===== config.mk =====
export PLATFORM = sky130hd
export DESIGN_NAME = decoder_3to8_seq_flat
export DESIGN_NICKNAME = d
export VERILOG_FILES = /design/src/rtl/decoder_3to8_seq_pkg.sv /design/src/rtl/decoder_3to8_seq_if.sv /design/src/rtl/decoder_3to8_seq_code_fifo.sv /design/src/rtl/decoder_3to8_seq.sv /design/src/flat_wrapper.sv
export SDC_FILE = /design/constraint.sdc
export NUM_CORES = 1
export LEC_CHECK = 0
export BUFFER_PORTS_ARGS = -buffer_cell sky130_fd_sc_hd__buf_2
export CAP_MARGIN = 20
export CORE_MARGIN = 2
export CORE_UTILIZATION = 55
export DETAILED_ROUTE_END_ITERATION = 12
export PLACE_DENSITY = 0.89
export SYNTH_ARGS = -nofsm -noshare
export SYNTH_HDL_FRONTEND = slang
export SYNTH_SLANG_ARGS = --single-unit

===== constraint.sdc =====
create_clock -name clk -period 2.8 [get_ports clk]
set_clock_uncertainty 0.05 [all_clocks]
set_input_delay 0.28 -clock clk [delete_from_list [all_inputs] [get_ports clk]]
set_output_delay 0.28 -clock clk [all_outputs]
set_load 0.1 [all_outputs]

===== src/rtl/decoder_3to8_seq_pkg.sv =====
`default_nettype none
// ============================================================================
// Module  : decoder_pkg
// Brief   : Shared widths, FSM encoding and decode helper for the sequenced
//           3-to-8 decoder.
// Revision: 1.0 - initial release
// ============================================================================
package decoder_pkg;

    localparam int CODE_W   = 3;
    localparam int ONEHOT_W = 8;

    typedef enum logic [0:0] {
        ST_IDLE = 1'b0,
        ST_HOLD = 1'b1
    } state_t;

    // Full decode: every code maps to exactly one set bit.
    function automatic logic [ONEHOT_W-1:0] onehot_of(input logic [CODE_W-1:0] code);
        logic [ONEHOT_W-1:0] v;
        v       = '0;
        v[code] = 1'b1;
        return v;
    endfunction

endpackage : decoder_pkg
`default_nettype wire


===== src/rtl/decoder_3to8_seq_if.sv =====
`default_nettype none
// ============================================================================
// Module  : decoder_3to8_seq_if
// Brief   : Code handshake, flush and one-hot step outputs of the decoder.
// Revision: 1.0 - initial release
// ============================================================================
interface decoder_3to8_seq_if #(
    parameter int DEPTH = 4
);
    import decoder_pkg::*;

    logic                      flush;
    logic                      in_valid;
    logic                      in_ready;
    logic [CODE_W-1:0]         code;
    logic [ONEHOT_W-1:0]       onehot;
    logic                      out_valid;
    logic [$clog2(DEPTH):0]    count;

    modport master (
        output flush,
        output in_valid,
        output code,
        input  in_ready,
        input  onehot,
        input  out_valid,
        input  count
    );

    modport slave (
        input  flush,
        input  in_valid,
        input  code,
        output in_ready,
        output onehot,
        output out_valid,
        output count
    );

endinterface : decoder_3to8_seq_if
`default_nettype wire


===== src/rtl/decoder_3to8_seq_code_fifo.sv =====
`default_nettype none
// ============================================================================
// Module  : code_fifo
// Brief   : Small synchronous FIFO holding pending decode codes.
// Revision: 1.0 - initial release
// ============================================================================
module code_fifo #(
    parameter int DEPTH = 4,
    parameter int WIDTH = 3
) (
    input  wire logic                     clk,
    input  wire logic                     rst_n,
    input  wire logic                     clr,
    input  wire logic                     push,
    input  wire logic                     pop,
    input  wire logic [WIDTH-1:0]         din,
    output logic      [WIDTH-1:0]         dout,
    output logic      [$clog2(DEPTH):0]   count,
    output logic                          full,
    output logic                          empty
);

    localparam int c_PTR_W = $clog2(DEPTH);
    localparam int c_CNT_W = $clog2(DEPTH) + 1;
    localparam logic [c_CNT_W-1:0] c_FULL = c_CNT_W'(DEPTH);

    logic [WIDTH-1:0]   r_mem [DEPTH];
    logic [c_PTR_W-1:0] r_wr_ptr;
    logic [c_PTR_W-1:0] r_rd_ptr;
    logic [c_CNT_W-1:0] r_count;

    logic w_do_push;
    logic w_do_pop;

    assign full      = (r_count == c_FULL);
    assign empty     = (r_count == '0);
    assign w_do_push = push && !full;
    assign w_do_pop  = pop && !empty;
    assign dout      = r_mem[r_rd_ptr];
    assign count     = r_count;

    // Pointers wrap naturally because DEPTH is a power of two.
    always_ff @(posedge clk) begin
        if (!rst_n || clr) begin
            r_wr_ptr <= '0;
            r_rd_ptr <= '0;
            r_count  <= '0;
        end else begin
            if (w_do_push) begin
                r_wr_ptr <= r_wr_ptr + c_PTR_W'(1);
            end
            if (w_do_pop) begin
                r_rd_ptr <= r_rd_ptr + c_PTR_W'(1);
            end
            case ({w_do_push, w_do_pop})
                2'b10:   r_count <= r_count + c_CNT_W'(1);
                2'b01:   r_count <= r_count - c_CNT_W'(1);
                default: r_count <= r_count;
            endcase
        end
    end

    always_ff @(posedge clk) begin
        if (w_do_push) begin
            r_mem[r_wr_ptr] <= din;
        end
    end

endmodule : code_fifo
`default_nettype wire


===== src/rtl/decoder_3to8_seq.sv =====
`default_nettype none
// ============================================================================
// Module  : decoder_3to8_seq
// Brief   : Queued 3-to-8 decoder; each accepted code is driven as a
//           registered one-hot strobe for HOLD cycles.
// Revision: 1.0 - initial release
// ============================================================================
module decoder_3to8_seq
    import decoder_pkg::*;
#(
    parameter int HOLD  = 4,
    parameter int DEPTH = 4
) (
    input  wire logic          clk,
    input  wire logic          rst_n,
    decoder_3to8_seq_if.slave  bus
);

    localparam int c_CNT_W   = $clog2(DEPTH) + 1;
    localparam int c_TIMER_W = $clog2(HOLD + 1);
    localparam logic [c_TIMER_W-1:0] c_TIMER_LOAD = c_TIMER_W'(HOLD - 1);

    state_t                 r_state;
    logic [c_TIMER_W-1:0]   r_timer;
    logic [ONEHOT_W-1:0]    r_onehot;

    state_t                 w_state_nxt;
    logic [c_TIMER_W-1:0]   w_timer_nxt;
    logic [ONEHOT_W-1:0]    w_onehot_nxt;

    logic                   w_in_ready;
    logic                   w_push;
    logic                   w_pop;
    logic [CODE_W-1:0]      w_head;
    logic [c_CNT_W-1:0]     w_count;
    logic                   w_full;
    logic                   w_empty;

    // A full FIFO refuses pushes even when the FSM pops in the same cycle.
    assign w_in_ready = rst_n && !bus.flush && !w_full;
    assign w_push     = bus.in_valid && w_in_ready;

    code_fifo #(
        .DEPTH (DEPTH),
        .WIDTH (CODE_W)
    ) u_code_fifo (
        .clk   (clk),
        .rst_n (rst_n),
        .clr   (bus.flush),
        .push  (w_push),
        .pop   (w_pop),
        .din   (bus.code),
        .dout  (w_head),
        .count (w_count),
        .full  (w_full),
        .empty (w_empty)
    );

    always_ff @(posedge clk) begin
        if (!rst_n) begin
            r_state  <= ST_IDLE;
            r_timer  <= '0;
            r_onehot <= '0;
        end else begin
            r_state  <= w_state_nxt;
            r_timer  <= w_timer_nxt;
            r_onehot <= w_onehot_nxt;
        end
    end

    always_comb begin
        w_state_nxt  = r_state;
        w_timer_nxt  = r_timer;
        w_onehot_nxt = r_onehot;
        w_pop        = 1'b0;

        if (bus.flush) begin
            w_state_nxt  = ST_IDLE;
            w_timer_nxt  = '0;
            w_onehot_nxt = '0;
        end else begin
            case (r_state)
                ST_IDLE: begin
                    if (!w_empty) begin
                        w_pop        = 1'b1;
                        w_onehot_nxt = onehot_of(w_head);
                        w_timer_nxt  = c_TIMER_LOAD;
                        w_state_nxt  = ST_HOLD;
                    end else begin
                        w_onehot_nxt = '0;
                    end
                end
                ST_HOLD: begin
                    if (r_timer != '0) begin
                        w_timer_nxt = r_timer - c_TIMER_W'(1);
                    end else if (!w_empty) begin
                        // Next pattern follows with no idle gap.
                        w_pop        = 1'b1;
                        w_onehot_nxt = onehot_of(w_head);
                        w_timer_nxt  = c_TIMER_LOAD;
                    end else begin
                        w_onehot_nxt = '0;
                        w_state_nxt  = ST_IDLE;
                    end
                end
                default: begin
                    w_state_nxt  = ST_IDLE;
                    w_timer_nxt  = '0;
                    w_onehot_nxt = '0;
                end
            endcase
        end
    end

    assign bus.in_ready  = w_in_ready;
    assign bus.onehot    = r_onehot;
    assign bus.out_valid = (r_onehot != '0);
    assign bus.count     = w_count;

endmodule : decoder_3to8_seq
`default_nettype wire


===== src/flat_wrapper.sv =====
// flat-port wrapper written by rule: the top's interface ports become plain ports
module decoder_3to8_seq_flat import decoder_pkg::*;
#(
    parameter int HOLD  = 4,
    parameter int DEPTH = 4
)
  (clk, rst_n, bus_flush, bus_in_valid, bus_code, bus_in_ready, bus_onehot, bus_out_valid, bus_count);
  decoder_3to8_seq_if #(.DEPTH(DEPTH)) bus_i ();
  input  wire logic clk;
  input  wire logic rst_n;
  input wire logic [$bits(bus_i.flush)-1:0] bus_flush;
  input wire logic [$bits(bus_i.in_valid)-1:0] bus_in_valid;
  input wire logic [$bits(bus_i.code)-1:0] bus_code;
  output wire logic [$bits(bus_i.in_ready)-1:0] bus_in_ready;
  output wire logic [$bits(bus_i.onehot)-1:0] bus_onehot;
  output wire logic [$bits(bus_i.out_valid)-1:0] bus_out_valid;
  output wire logic [$bits(bus_i.count)-1:0] bus_count;
  assign bus_i.flush = bus_flush;
  assign bus_i.in_valid = bus_in_valid;
  assign bus_i.code = bus_code;
  assign bus_in_ready = bus_i.in_ready;
  assign bus_onehot = bus_i.onehot;
  assign bus_out_valid = bus_i.out_valid;
  assign bus_count = bus_i.count;
  decoder_3to8_seq #(.HOLD(HOLD), .DEPTH(DEPTH)) u_core (.clk(clk), .rst_n(rst_n), .bus(bus_i));
endmodule

==> summary.txt <==
Synthesis
  – Post-Syn Nets: 132
  – Count of synthesis-stage warnings from yosys: 0
  – Part of the Yosys area used for sequential elements: 53.9%
  – Most used flip-flop cell after synthesis: sky130_fd_sc_hd__dfxtp_1
  – Average footprint of a synthesized cell: 12.4 µm²
  – Post-synthesis cell count: 117
  – Cell taking the most area after synthesis: sky130_fd_sc_hd__dfxtp_1
  – Yosys top cell area share: 29.0%
  – Cell variety after synth: 32
  – Count of flip-flops with a built-in enable after synthesis: 12
  – Async set-reset flop share out of synthesis: 0%
  – Area contributors post-synth: sky130_fd_sc_hd__dfxtp_1, sky130_fd_sc_hd__edfxtp_1, sky130_fd_sc_hd__ha_1
  – Synthesized cell area: 1450 µm²
  – Seq cells post-synth: 33

Placed design
  – Worst slack at placement: 239 ps
  – Number of placed instances with taps included: 164
  – # port buffers: 19
  – Detailed-placement wirelength estimate: 2050 µm
  – Final RePlAce weighted congestion: 0.744

Timing
  – Upper clock frequency limit: 0.387 GHz
  – Transition time at the pin with the least slew margin: 503 ps
  – Count of pins over their slew limit: 0
  – Final period utilization: 92.2%
  – Post-route minimum period: 2580 ps
  – RSZ-0062 raised after global routing: no
  – Fin worst setup slack: 218 ps
  – Final Hold Vio Count: 0
  – Number of failing setup endpoints in the final timing report: 0
  – Headroom to the max-slew limit: 66.4%

Die
  – Die footprint: 3060 µm²
  – Die height: 55.3 µm
  – Die outline width: 55.3 µm
  – Starting Density: 58.5%
  – Number of placement rows: 18
  – Ports: 20
  – Core area: 2480 µm²

Cells and area
  – Area of combinational cells with multiple inputs: 617 µm²
  – Commonest cells after routing, fill and taps aside: sky130_fd_sc_hd__dfxtp_1, sky130_fd_sc_hd__buf_2, sky130_fd_sc_hd__nor2_1, sky130_fd_sc_hd__edfxtp_1, sky130_fd_sc_hd__inv_1
  – Number of diodes: 0
  – Final-stage net count: 156
  – Final Util: 66.1%
  – Number of non-filler instances in the completed layout: 172
  – Sequential cell area in the final layout: 781 µm²
  – Area added between synthesis and finish: 13.0%
  – # fillers: 200
  – Proportion of layout cells with a drive suffix above 1: 24.6%
  – Most frequent standard cell in the layout excluding fill and tap cells: sky130_fd_sc_hd__dfxtp_1

Worst setup path
  – List of cells traversed by the critical path: inv_1 -> ha_1 -> nand2b_4 -> and2_1 -> nor3_1 -> ha_1 -> inv_1 -> fa_1 -> xor2_1 -> or3_1 -> a21oi_1
  – Max Fanout on Critical Path: 7
  – R2r startpoint: u_core.r_timer[0]$_SDFF_PP0_
  – Data arrival at the endpoint of the critical path: 2790 ps
  – Slowest cell on the critical path: sky130_fd_sc_hd__fa_1
  – Worst Setup End Kind: register
  – Family of cells with the greatest summed delay on the critical path: simple AND/OR/NAND/NOR gates
  – Start-to-end type of the worst setup path: reg -> reg
  – Endpoint of the lowest-slack register-to-register path: u_core.u_code_fifo.count[2]$_SDFFE_PP0P_
  – Cell depth of the worst flop-to-flop path: 11
  – Critical path's largest stage delay: 380 ps
  – Worst path buffer plus inverter count: 2
  – Sort of element at the start of the critical path: register
  – Endpoint required time on the critical path: 3010 ps
  – Register-to-register setup slack: 220 ps

GRT
  – Wire length of the first global-routing pass: 4410 µm
  – Global router's overall resource usage: 19.0%
  – Number of antenna violations at the first check in global routing: 0
  – Largest net degree at the start of global routing: 17
  – Vias in the first global route: 966
  – Sum of overflow across all layers after global routing: 0

Routing
  – WL met2: 1390 µm
  – Antenna violation net count after detailed routing: 0
  – Top Metal Used: met4
  – Sum of routed wire length over all layers: 2600 µm
  – # DRC: 0
  – TritonRoute pass-1 iters: 4
  – Average via count per standard cell: 5.63
  – DR vias: 969
  – Number of DRC violations after detailed-routing iteration 0: 29
  – Wire length the detailed router placed on met1: 1020 µm
  – Met3 WL: 137 µm
  – Post-DR wirelength/cell: 15.1 µm

Worst hold path
  – Worst hold path endpoint: u_core.u_code_fifo.r_mem[3][2]$_DFFE_PP_
  – Worst hold path cell count: 1
  – Source of the worst hold timing path: bus_code[2]
  – Hold WC Path Type: in -> reg

Outcome
  – Outcome: finished clean

Clock network
  – Count of hold buffers inserted by post-cts repair: 0
  – Maximum level of the CTS H-tree: 2
  – Sink count of the clock tree: 33
  – Clock tree from TritonCTS: built
  – Clock-pin transition on the worst setup and hold timing paths: 90 ps
  – Bufs on Longest Clock Path: 2
  – Postcts setup bufs: 0
  – Clock buffers created by TritonCTS: 5
  – Post_cts resized: 0
  – Clock root buffer: sky130_fd_sc_hd__clkbuf_4
  – Clock latency of the later-clocked register in the worst-skew pair: 320 ps

Pwr
  – Worst supply voltage drop on vdd: 0.000479 V
  – Leakage component of the power: 0.616 nW
  – Power density cells: 506 nW/µm²

Flow run
  – Max Cap Viol: 0
worst max-delay path by stage:
stage / start / end / slack (ps) / cells after the start
after floorplan: u_core.u_code_fifo.count[0]$_SDFFE_PP0P_ / u_core.u_code_fifo.count[2]$_SDFFE_PP0P_ / -10 / 9
after global placement: u_core.r_timer[0]$_SDFF_PP0_ / u_core.u_code_fifo.count[2]$_SDFFE_PP0P_ / 410 / 11
after detailed placement: u_core.r_timer[0]$_SDFF_PP0_ / u_core.u_code_fifo.count[2]$_SDFFE_PP0P_ / 240 / 11
after CTS: u_core.r_timer[0]$_SDFF_PP0_ / u_core.u_code_fifo.count[2]$_SDFFE_PP0P_ / 220 / 11
after global routing: u_core.r_timer[0]$_SDFF_PP0_ / u_core.u_code_fifo.count[2]$_SDFFE_PP0P_ / 50 / 11
final: u_core.r_timer[0]$_SDFF_PP0_ / u_core.u_code_fifo.count[2]$_SDFFE_PP0P_ / 220 / 11
cells in the mapped netlist, drive strengths merged, types with 2 or more instances:
| cell type | number |
|---|---|
| xor2 | 2 |
| a211oi | 4 |
| and2 | 5 |
| or3 | 2 |
| xnor2 | 3 |
| a22o | 4 |
| dfxtp | 21 |
| nor2 | 12 |
| buf | 2 |
| a32o | 4 |
| nand2b | 2 |
| mux4 | 3 |
| edfxtp | 12 |
| nor3 | 4 |
| ha | 7 |
| nand2 | 3 |
| inv | 11 |
| nor4 | 3 |
| a21oi | 6 |
power by group:
part	internal [mW]	switching, mW	total, mW
combinational	0.0179	0.0393	0.0572
clock	0.124	0.144	0.268
sequential	0.500	0.00358	0.504
metrics by stage:
stage	hold WS (ps)	TNS (ps)	total power, mW	area, µm²
floorplan	329	-10.6	0.556	1450
global route	111	0	0.858	1640
CTS	107	0	0.838	1640
finish	126	0	0.829	1640
global placement	407	0	0.568	1580
detailed placement	418	0	0.572	1580
logic make-up after synthesis:
group / Yosys count / synth area share [%]
AOI/OAI and AO/OA: 20 / 11.1
xor gates and xnor gates: 5 / 3.02
adders and majority gates: 8 / 7.43
buffers and inverters: 14 / 3.80
DFF: 33 / 53.9
muxes: 4 / 5.61
and+or+nand+nor: 33 / 15.1
layout make-up:
type	count	area share [%]
sequential	33	47.7
clock buffer	8	3.59
multi-input combinational	70	37.7
timing repair buffer	20	6.26
inverter	11	2.52
tap	30	2.29
registers in the layout, indices dropped and copies added (netlist names), named ones only:
register and flops:
u_core.u_code_fifo.r_rd_ptr 2, u_core.u_code_fifo.count 3, u_core.u_code_fifo.r_mem 12, u_core.r_timer 3, u_core.bus.onehot 8, u_core.r_state 1, u_core.u_code_fifo.r_wr_ptr 2
metal layers:
layer	GRT usage, %	up-vias
li1	-	473
met1	20.7	466
met2	33.0	25
met3	6.56	5
met4	9.06	0
met5	0	-
No activity file was read; power rests on OpenSTA's default activity.
